File: src/rtl/float_pkg.sv
// ============================================================================
// Module : float_pkg
// Shared widths, exponent limits and normalization FSM state encoding for
// the single-precision float adder pipeline.
// Revision: 1.0 - initial release
// ============================================================================
`default_nettype none

package float_pkg;

  localparam int FRACT_W = 27;  // hidden + 23 mantissa + G/R/S
  localparam int EXP_W   = 8;

  localparam logic [EXP_W-1:0] EXP_MAX      = 8'hFF;
  localparam logic [EXP_W-1:0] EXP_MIN_NORM = 8'd1;

  typedef enum logic [1:0] {
    IDLE = 2'd0,
    NORM = 2'd1,
    DONE = 2'd2
  } norm_state_t;

endpackage : float_pkg

`default_nettype wire

File: src/rtl/contador_zeros_27.sv
// ============================================================================
// Module : contador_zeros_27
// Combinational leading-zero counter over a 27-bit value.
//   value : in  27  operand, bit 26 is the most significant
//   count : out 5   number of leading zeros (27 when value is zero)
// Revision: 1.0 - initial release
// ============================================================================
`default_nettype none

module contador_zeros_27 (
  input  logic [26:0] value,
  output logic [4:0]  count
);

  // Scanning upward lets the highest set bit overwrite any lower one.
  always_comb begin
    count = 5'd27;
    for (int i = 0; i < 27; i++) begin
      if (value[i]) begin
        count = 5'(26 - i);
      end
    end
  end

endmodule : contador_zeros_27

`default_nettype wire

File: src/rtl/normalizacao_seq.sv
// ============================================================================
// Module : normalizacao_seq
// Sequential normalization stage of the single-precision float adder.
// Takes the raw 28-bit sum and tentative exponent, produces a normalized
// 27-bit fraction (hidden bit at [26], G/R/S at [2:0]) and adjusted exponent.
// Start/done handshake; left shift is one bit per cycle unless NORM_LZC_EN
// is defined, in which case the whole left shift happens in one cycle using
// a leading-zero counter (results identical, only latency differs).
//
// Ports:
//   clock     in   1   rising-edge clock
//   reset     in   1   asynchronous active-high reset
//   start     in   1   request, sampled only in IDLE
//   fract_in  in   28  raw sum ([27] carry, [26] hidden, [2:0] G/R/S)
//   exp_in    in   8   tentative biased exponent
//   fract_out out  27  normalized fraction (registered)
//   exp_out   out  8   adjusted exponent (registered)
//   done      out  1   one-cycle completion pulse
//   busy      out  1   high in every state except IDLE
//   zero      out  1   exact-zero result
//   underflow out  1   normalization stopped at the exponent floor
//   overflow  out  1   right shift reached exponent 255
// Revision: 1.0 - initial release
// ============================================================================
`default_nettype none

module normalizacao_seq #(
  parameter int FRACT_W = 27,
  parameter int EXP_W   = 8
) (
  input  logic               clock,
  input  logic               reset,
  input  logic               start,
  input  logic [FRACT_W:0]   fract_in,
  input  logic [EXP_W-1:0]   exp_in,
  output logic [FRACT_W-1:0] fract_out,
  output logic [EXP_W-1:0]   exp_out,
  output logic               done,
  output logic               busy,
  output logic               zero,
  output logic               underflow,
  output logic               overflow
);

  import float_pkg::*;

  norm_state_t        r_state;
  logic [FRACT_W:0]   r_frac;
  logic [EXP_W-1:0]   r_exp;
  logic [FRACT_W-1:0] r_fract_out;
  logic [EXP_W-1:0]   r_exp_out;
  logic               r_done;
  logic               r_busy;
  logic               r_zero;
  logic               r_underflow;
  logic               r_overflow;

  // Next-step values of the working registers while in NORM.
  logic               w_finish;
  logic [FRACT_W:0]   w_frac_next;
  logic [EXP_W-1:0]   w_exp_next;
  logic [EXP_W-1:0]   w_exp_inc;
  logic               w_zero;
  logic               w_under;
  logic               w_over;

  // Saturating increment: 255 stays at 255 rather than wrapping.
  assign w_exp_inc = (r_exp == EXP_MAX) ? EXP_MAX : r_exp + 1'b1;

`ifdef NORM_LZC_EN
  logic [4:0]       w_lzc;
  logic [4:0]       w_shamt;
  logic [EXP_W-1:0] w_lim;
  logic             w_lzc_over;

  contador_zeros_27 u_lzc (
    .value (r_frac[FRACT_W-1:0]),
    .count (w_lzc)
  );

  // The exponent may drop to 1 at most; exponents already at or below 1
  // allow no shift at all.
  assign w_lim      = (r_exp > EXP_MIN_NORM) ? r_exp - 1'b1 : '0;
  assign w_lzc_over = EXP_W'(w_lzc) > w_lim;
  // When clamped, w_lim < lzc <= 26 so its low five bits carry the value.
  assign w_shamt    = w_lzc_over ? w_lim[4:0] : w_lzc;
`endif

  always_comb begin
    w_finish    = 1'b0;
    w_frac_next = r_frac;
    w_exp_next  = r_exp;
    w_zero      = 1'b0;
    w_under     = 1'b0;
    w_over      = 1'b0;
    if (r_frac[FRACT_W]) begin
      // Carry out: shift right once, folding the dropped bit into sticky.
      w_frac_next = {1'b0, r_frac[FRACT_W:2], r_frac[1] | r_frac[0]};
      w_exp_next  = w_exp_inc;
      w_over      = (w_exp_inc == EXP_MAX);
      w_finish    = 1'b1;
    end else if (r_frac == '0) begin
      w_exp_next = '0;
      w_zero     = 1'b1;
      w_finish   = 1'b1;
    end else if (r_frac[FRACT_W-1]) begin
      w_finish = 1'b1;
    end else begin
`ifdef NORM_LZC_EN
      // Shift amount never exceeds lzc, so bit 27 stays clear.
      w_frac_next = r_frac << w_shamt;
      w_exp_next  = r_exp - EXP_W'(w_shamt);
      w_under     = w_lzc_over;
      w_finish    = 1'b1;
`else
      if (r_exp <= EXP_MIN_NORM) begin
        w_under  = 1'b1;
        w_finish = 1'b1;
      end else begin
        w_frac_next = {r_frac[FRACT_W-1:0], 1'b0};
        w_exp_next  = r_exp - 1'b1;
      end
`endif
    end
  end

  always_ff @(posedge clock or posedge reset) begin
    if (reset) begin
      r_state     <= IDLE;
      r_frac      <= '0;
      r_exp       <= '0;
      r_fract_out <= '0;
      r_exp_out   <= '0;
      r_done      <= 1'b0;
      r_busy      <= 1'b0;
      r_zero      <= 1'b0;
      r_underflow <= 1'b0;
      r_overflow  <= 1'b0;
    end else begin
      case (r_state)
        IDLE: begin
          r_done <= 1'b0;
          if (start) begin
            r_frac  <= fract_in;
            r_exp   <= exp_in;
            r_busy  <= 1'b1;
            r_state <= NORM;
          end
        end
        NORM: begin
          r_frac <= w_frac_next;
          r_exp  <= w_exp_next;
          // Results are published on the edge entering DONE so they are
          // valid during the done cycle itself.
          if (w_finish) begin
            r_fract_out <= w_frac_next[FRACT_W-1:0];
            r_exp_out   <= w_exp_next;
            r_zero      <= w_zero;
            r_underflow <= w_under;
            r_overflow  <= w_over;
            r_done      <= 1'b1;
            r_state     <= DONE;
          end
        end
        DONE: begin
          r_done  <= 1'b0;
          r_busy  <= 1'b0;
          r_state <= IDLE;
        end
        default: begin
          r_done  <= 1'b0;
          r_busy  <= 1'b0;
          r_state <= IDLE;
        end
      endcase
    end
  end

  assign fract_out = r_fract_out;
  assign exp_out   = r_exp_out;
  assign done      = r_done;
  assign busy      = r_busy;
  assign zero      = r_zero;
  assign underflow = r_underflow;
  assign overflow  = r_overflow;

endmodule : normalizacao_seq

`default_nettype wire

File: config.mk
export PLATFORM = sky130hd
export DESIGN_NAME = normalizacao_seq
export DESIGN_NICKNAME = d
export VERILOG_FILES = /design/src/rtl/float_pkg.sv /design/src/rtl/contador_zeros_27.sv /design/src/rtl/normalizacao_seq.sv
export SDC_FILE = /design/constraint.sdc
export NUM_CORES = 1
export LEC_CHECK = 0
export ABC_AREA = 1
export CELL_PAD_IN_SITES_DETAIL_PLACEMENT = 1
export CELL_PAD_IN_SITES_GLOBAL_PLACEMENT = 1
export CORE_AREA = 5 5 116 118
export DETAILED_ROUTE_END_ITERATION = 7
export DIE_AREA = 0 0 121 123
export GPL_TIMING_DRIVEN = 0
export MAX_ROUTING_LAYER = met4
export PLACE_DENSITY = 0.84
export SLEW_MARGIN = 0
export SYNTH_ARGS = -nofsm -noshare
export SYNTH_HDL_FRONTEND = slang
export SYNTH_SLANG_ARGS = --single-unit
File: constraint.sdc
create_clock -name clock -period 4.1 [get_ports clock]
set_input_delay 0.41 -clock clock [delete_from_list [all_inputs] [get_ports clock]]
set_output_delay 0.41 -clock clock [all_outputs]
set_load 0.03 [all_outputs]
# Yosys cells after proc, flatten, opt, wreduce, memory -nomap -nowiden
# Index checks and enable logic that the tools add are counted.
[word_totals]
input_bits = 39
output_inout_bits = 40
ff_bits = 78
elab_cells = 57
[classes]
bitwise_logic = 2
n_lt_le_gt_ge = 1
eq_ne = 5
addsub = 2
mux = 30
reduce_logical = 7
[op_table]
columns = ["op", "count"]
rows = [
  ["$mux 27", 4],
  ["$pmux 28 s2", 1],
  ["$mux 8", 6],
  ["$logic_not 28->1", 1],
  ["$mux 28", 1],
  ["$eq 8x8->1 const B", 2],
  ["$pmux 8 s2", 1],
  ["$mux 1", 13],
  ["$add 8x1->8 const B", 1],
  ["$le 8x1->1 const B", 1],
  ["$reduce_and 2->1", 4],
  ["$sub 8x1->8 const B", 1],
  ["$mux 2", 2],
  ["$ne 2x2->1 const B", 2],
  ["$pmux 2 s2", 1],
  ["$eq 2x1->1 const B", 1],
  ["$logic_not 2->1", 1],
  ["$pmux 1 s2", 1],
  ["$reduce_bool 2->1", 1],
  ["$not 1->1", 1],
  ["$or 1x1->1", 1],
]

# Logic depth before layout (Yosys ltp)
[depth]
word_depth = 7
depth_mapped = 14

# Worst setup path after synthesis
# Ideal clock, no wire load.
[synth_path]
path_kind = "register to register"
from = "register r_exp[0]"
to = "register r_done, in the netlist done"
arrival_time_ns = 1.763
path_stages_with_launch = 13
path_slack_ns = 2.216
required_time_ns = 3.979
synth_period_minus_slack_ns = 1.884
cell_sequence = "dfrtp_1 > inv_1 > ha_1 > nor2_1 > nor2_8 > nand2_4 > nand2_2 > inv_2 > nand3_4 > nand2_4 > buf_6 > buf_6 > o21ai_1"
[synth_between]
elab_chain_cells = 6
[synth_lines]
columns = ["element", "line_no", "rtl"]
rows = [
  ["from (decl)", "normalizacao_seq.sv:49", "logic [EXP_W-1:0] r_exp;"],
  ["from (signal assigned)", "normalizacao_seq.sv:145", "r_exp <= exp_in;"],
  ["from (signal assigned)", "normalizacao_seq.sv:152", "r_exp <= w_exp_next;"],
  ["$le 8x1->1", "normalizacao_seq.sv:116", "if (r_exp <= EXP_MIN_NORM) begin"],
  ["$mux 1", "normalizacao_seq.sv:116", ""],
  ["$mux 1", "normalizacao_seq.sv:106", "end else if (r_frac[FRACT_W-1]) begin"],
  ["$mux 1", "normalizacao_seq.sv:102", "end else if (r_frac == '0) begin"],
  ["$mux 1", "normalizacao_seq.sv:96", "if (r_frac[FRACT_W]) begin"],
  ["$ne 2x2->1 (no source line)", "n/a", ""],
  ["to (signal assigned)", "normalizacao_seq.sv:134", "r_done <= 1'b0;"],
  ["to (signal assigned)", "normalizacao_seq.sv:142", "r_done <= 1'b0;"],
  ["to (signal assigned)", "normalizacao_seq.sv:161", "r_done <= 1'b1;"],
  ["to (decl)", "normalizacao_seq.sv:52", "logic r_done;"],
]
# Every way passes these cells.
# A chain may end at the register's enable or synchronous reset.

# Worst setup path in the final report
[layout_path]
from = "register r_exp[0]"
to = "register r_frac[21]"
[layout_between]
elab_chain_cells = 6
[layout_lines]
columns = ["element", "line_no", "rtl"]
rows = [
  ["$le 8x1->1", "normalizacao_seq.sv:116", ""],
  ["$mux 27", "normalizacao_seq.sv:116", ""],
  ["$mux 27", "normalizacao_seq.sv:106", ""],
  ["$mux 27", "normalizacao_seq.sv:102", ""],
  ["$mux 27", "normalizacao_seq.sv:96", ""],
  ["$pmux 28 s2", "normalizacao_seq.sv:140", "case (r_state)"],
  ["to (signal assigned)", "normalizacao_seq.sv:144", "r_frac <= fract_in;"],
  ["to (signal assigned)", "normalizacao_seq.sv:151", "r_frac <= w_frac_next;"],
  ["to (decl)", "normalizacao_seq.sv:48", "logic [FRACT_W:0] r_frac;"],
]
# Every way passes these cells.

==> results.ini <==
[run_status]
outcome=complete, no violations

[cells_and_area]
nNetsFinal=923
drive_above_1_share_pct=5.64
diodes=0
fin_area_um2=6280
syn_to_final_growth_pct=26.8
multi_input_area_um2=2570
final_common_cell=nand2_1
final_cell_mix=nand2_1, dfrtp_1, clkdlybuf4s50_1, inv_1, nand3_1
regArea_um2=1950
nFillCells=1663

[power]
p_sw_share_pct=53.0
ir_drop_mv=0.352
clkPwrFrac_pct=14.7
seqPwrFrac_pct=25.3
leakage_nw=3.33
power.internal_mw=2.67
power.density_nw_per_um2=905
switching_power_mw=3.01
combPwrFrac_pct=60.0

[detailed_routing]
detail_route.iter0.violations=384
firstDrtPassIters=6
viasPerCell=5.13
drc=0
drt_wl_total_um=18800
routedWlPerCell_um=17.8
vias=5425
ant_nets=0

[placement]
gp_congestion=0.893
io_buffer_count=78
place_ws_ns=1.52
dpl-instance-area_um2=5980
hpwl_um=13500

[floorplan]
row_count=41
die_w_um=121
io_pins=79
core_um2=12400
die_h_um=123
initial_core_util_pct=40.1
die_area_um2=14900

[clock_network]
post_cts_resized=0
cts_buffer_depth=2
cts.htree.levels=3
cts.reportedPaths.clkPinSlew_ns=0.07
post-cts-setup-buffers=0
cts_tree=yes
numCtsBuffers=9
root_buffer=clkbuf_16
cts_hold_buf=0
clock_latency_ns=0.35
numClockSinks=78

[timing]
clock_skew_ns=0.00689
setup_viol=0
tns_ns=0
slew_headroom_pct=43.3
rsz0062_at_grt=no
finalMaxSlewViolations=0
hold_viol_final=0
worst_pin_slew_ns=0.850
finalCriticalPeriod_ns=2.62
fin_crit_sh_pct=64.0
max_freq_mhz=381
finalWorstSetupSlack_ns=1.48

[critical_path]
crit_chain=inv_1 > ha_1 > nor2_1 > nor2_8 > nand2_4 > clkbuf_1 > o21ai_0 > nand2_1 > nand2_1 > nand2_1 > nand2_1 > nand2_1 > nand2_1
worstPathMaxFanout=10
path_common_cell=nand2_1
critPathSlowestCell=dfrtp_1
path_class=register to register
cp-end-kind=register
start_kind=register
max_stage_delay_ns=0.47
crit_required_ns=4.34
arrival_ns=2.87

[synthesis]
synth_cells=791
synth.distinct_cells=26
yosys_warnings=0
ys_ff_latch=78
synth_nets=833
postSynthAreaPerCell_um2=6.27
synth_area_um2=4960
synth_seq_area_share_pct=39.4

[global_routing]
antenna_found_initial=0
grt_pass1_vias=5807
globalRouteOverflowTotal=0
grt_start_max_net_pins=51
grtUsageTotal_pct=27.1
grt_pass1_wl_um=30400

[job]
cap_viol_max_count=0

[hold_path]
hold_class=input port to async pin

==> sequential cells by signal, indices dropped and copies added, names as in the netlist <==
| register | flops |
|---|---|
| underflow | 1 |
| exp_out | 8 |
| r_state | 2 |
| r_frac | 28 |
| zero | 1 |
| r_exp | 8 |
| done | 1 |
| busy | 1 |
| overflow | 1 |
| fract_out | 27 |
==> area by class of cell <==
type                            instances  share of cell area, %
Buffer                                 35                   2.79
Inverter                               69                   4.20
Clock buffer                           11                   3.86
Sequential cell                        78                   31.1
Clock inverter                          5                  0.936
Timing Repair Buffer                   79                   12.9
Multi-Input combinational cell        609                   40.9
Tap cell                              172                   3.42
==> per-stage QoR <==
stage	utilization, %	hold slack (ns)	total power [mW]	std cells
2_1_floorplan	-	0.448	3.59	791
3_3_place_gp	48.1	0.461	4.68	1041
3_5_place_dp	48.4	0.464	4.82	1042
4_1_cts	50.8	0.420	5.69	1058
5_1_grt	50.8	0.462	6.13	1058
6_report	50.8	0.407	5.69	1058
==> power groups by stage <==
stage / Clock, mW / Sequential (mW) / Combinational [mW]
after floorplan: 0 / 1.66 / 1.93
after global placement: 0 / 1.43 / 3.25
after detailed placement: 0 / 1.44 / 3.37
after CTS: 0.849 / 1.43 / 3.41
after global routing: 0.878 / 1.49 / 3.76
final: 0.835 / 1.44 / 3.41
==> cell usage after synthesis, drive strengths merged <==
cell / number / area [um2]
nand2: 437 / 1670
dfrtp: 78 / 1950
inv: 67 / 254
nand3: 52 / 273
o21ai: 51 / 255
nor2: 48 / 213
buf: 19 / 115
clkbuf: 16 / 60.1
nor3: 6 / 30.0
xor2: 6 / 52.6
ha: 3 / 37.5
nand4: 3 / 18.8
clkinv: 2 / 7.51
a21oi: 1 / 5.00
and2: 1 / 6.26
o22ai: 1 / 6.26
==> worst paths after layout <==
check	startpoint	endpoint	slack [ns]	cells past startpoint
min	reset	exp_out[7]	0.41	2
max in group asynchronous	reset	r_frac[8]	3.09	3
max	r_exp[0]	r_frac[21]	1.48	13
max reg2reg	r_exp[0]	r_frac[21]	1.48	13
min in group clock	fract_out[17]	fract_out[17]	0.48	2
min reg2reg	fract_out[17]	fract_out[17]	0.48	2
==> kinds of logic (layout without fill, tap and decap cells) <==
| family | count (synthesis) | after routing | synth area share [%] |
|---|---|---|---|
| adders and majority gates | 3 | 3 | 0.757 |
| and+or+nand+nor | 547 | 547 | 44.6 |
| AOI/OAI and AO/OA | 53 | 53 | 5.38 |
| DFF | 78 | 78 | 39.4 |
| buffers and inverters | 104 | 199 | 8.81 |
| xor gates and xnor gates | 6 | 6 | 1.06 |
==> critical path, delay by kind of cell (launching register included) <==
| kind | cells | cell delay (ns) |
|---|---|---|
| AND/OR/NAND/NOR | 9 | 1.08 |
| buffers and inverters | 2 | 0.55 |
| flip-flops | 1 | 0.47 |
| adder cells (fa/ha/maj) | 1 | 0.23 |
| AO/OA/AOI/OAI | 1 | 0.19 |
==> per-layer routing <==
layer  share of wire [%]  vias to the layer above  wire (um)  global-route usage (%)
met5                   0                        -          0                       -
met4                 2.1                        0        404                    9.07
met3                 4.7                       27        887                    2.93
met2                  49                      169       9180                    45.8
met1                  44                     2631       8330                    34.1
li1                    -                     2598          -                       -
No activity file was read; power rests on OpenSTA's default activity.
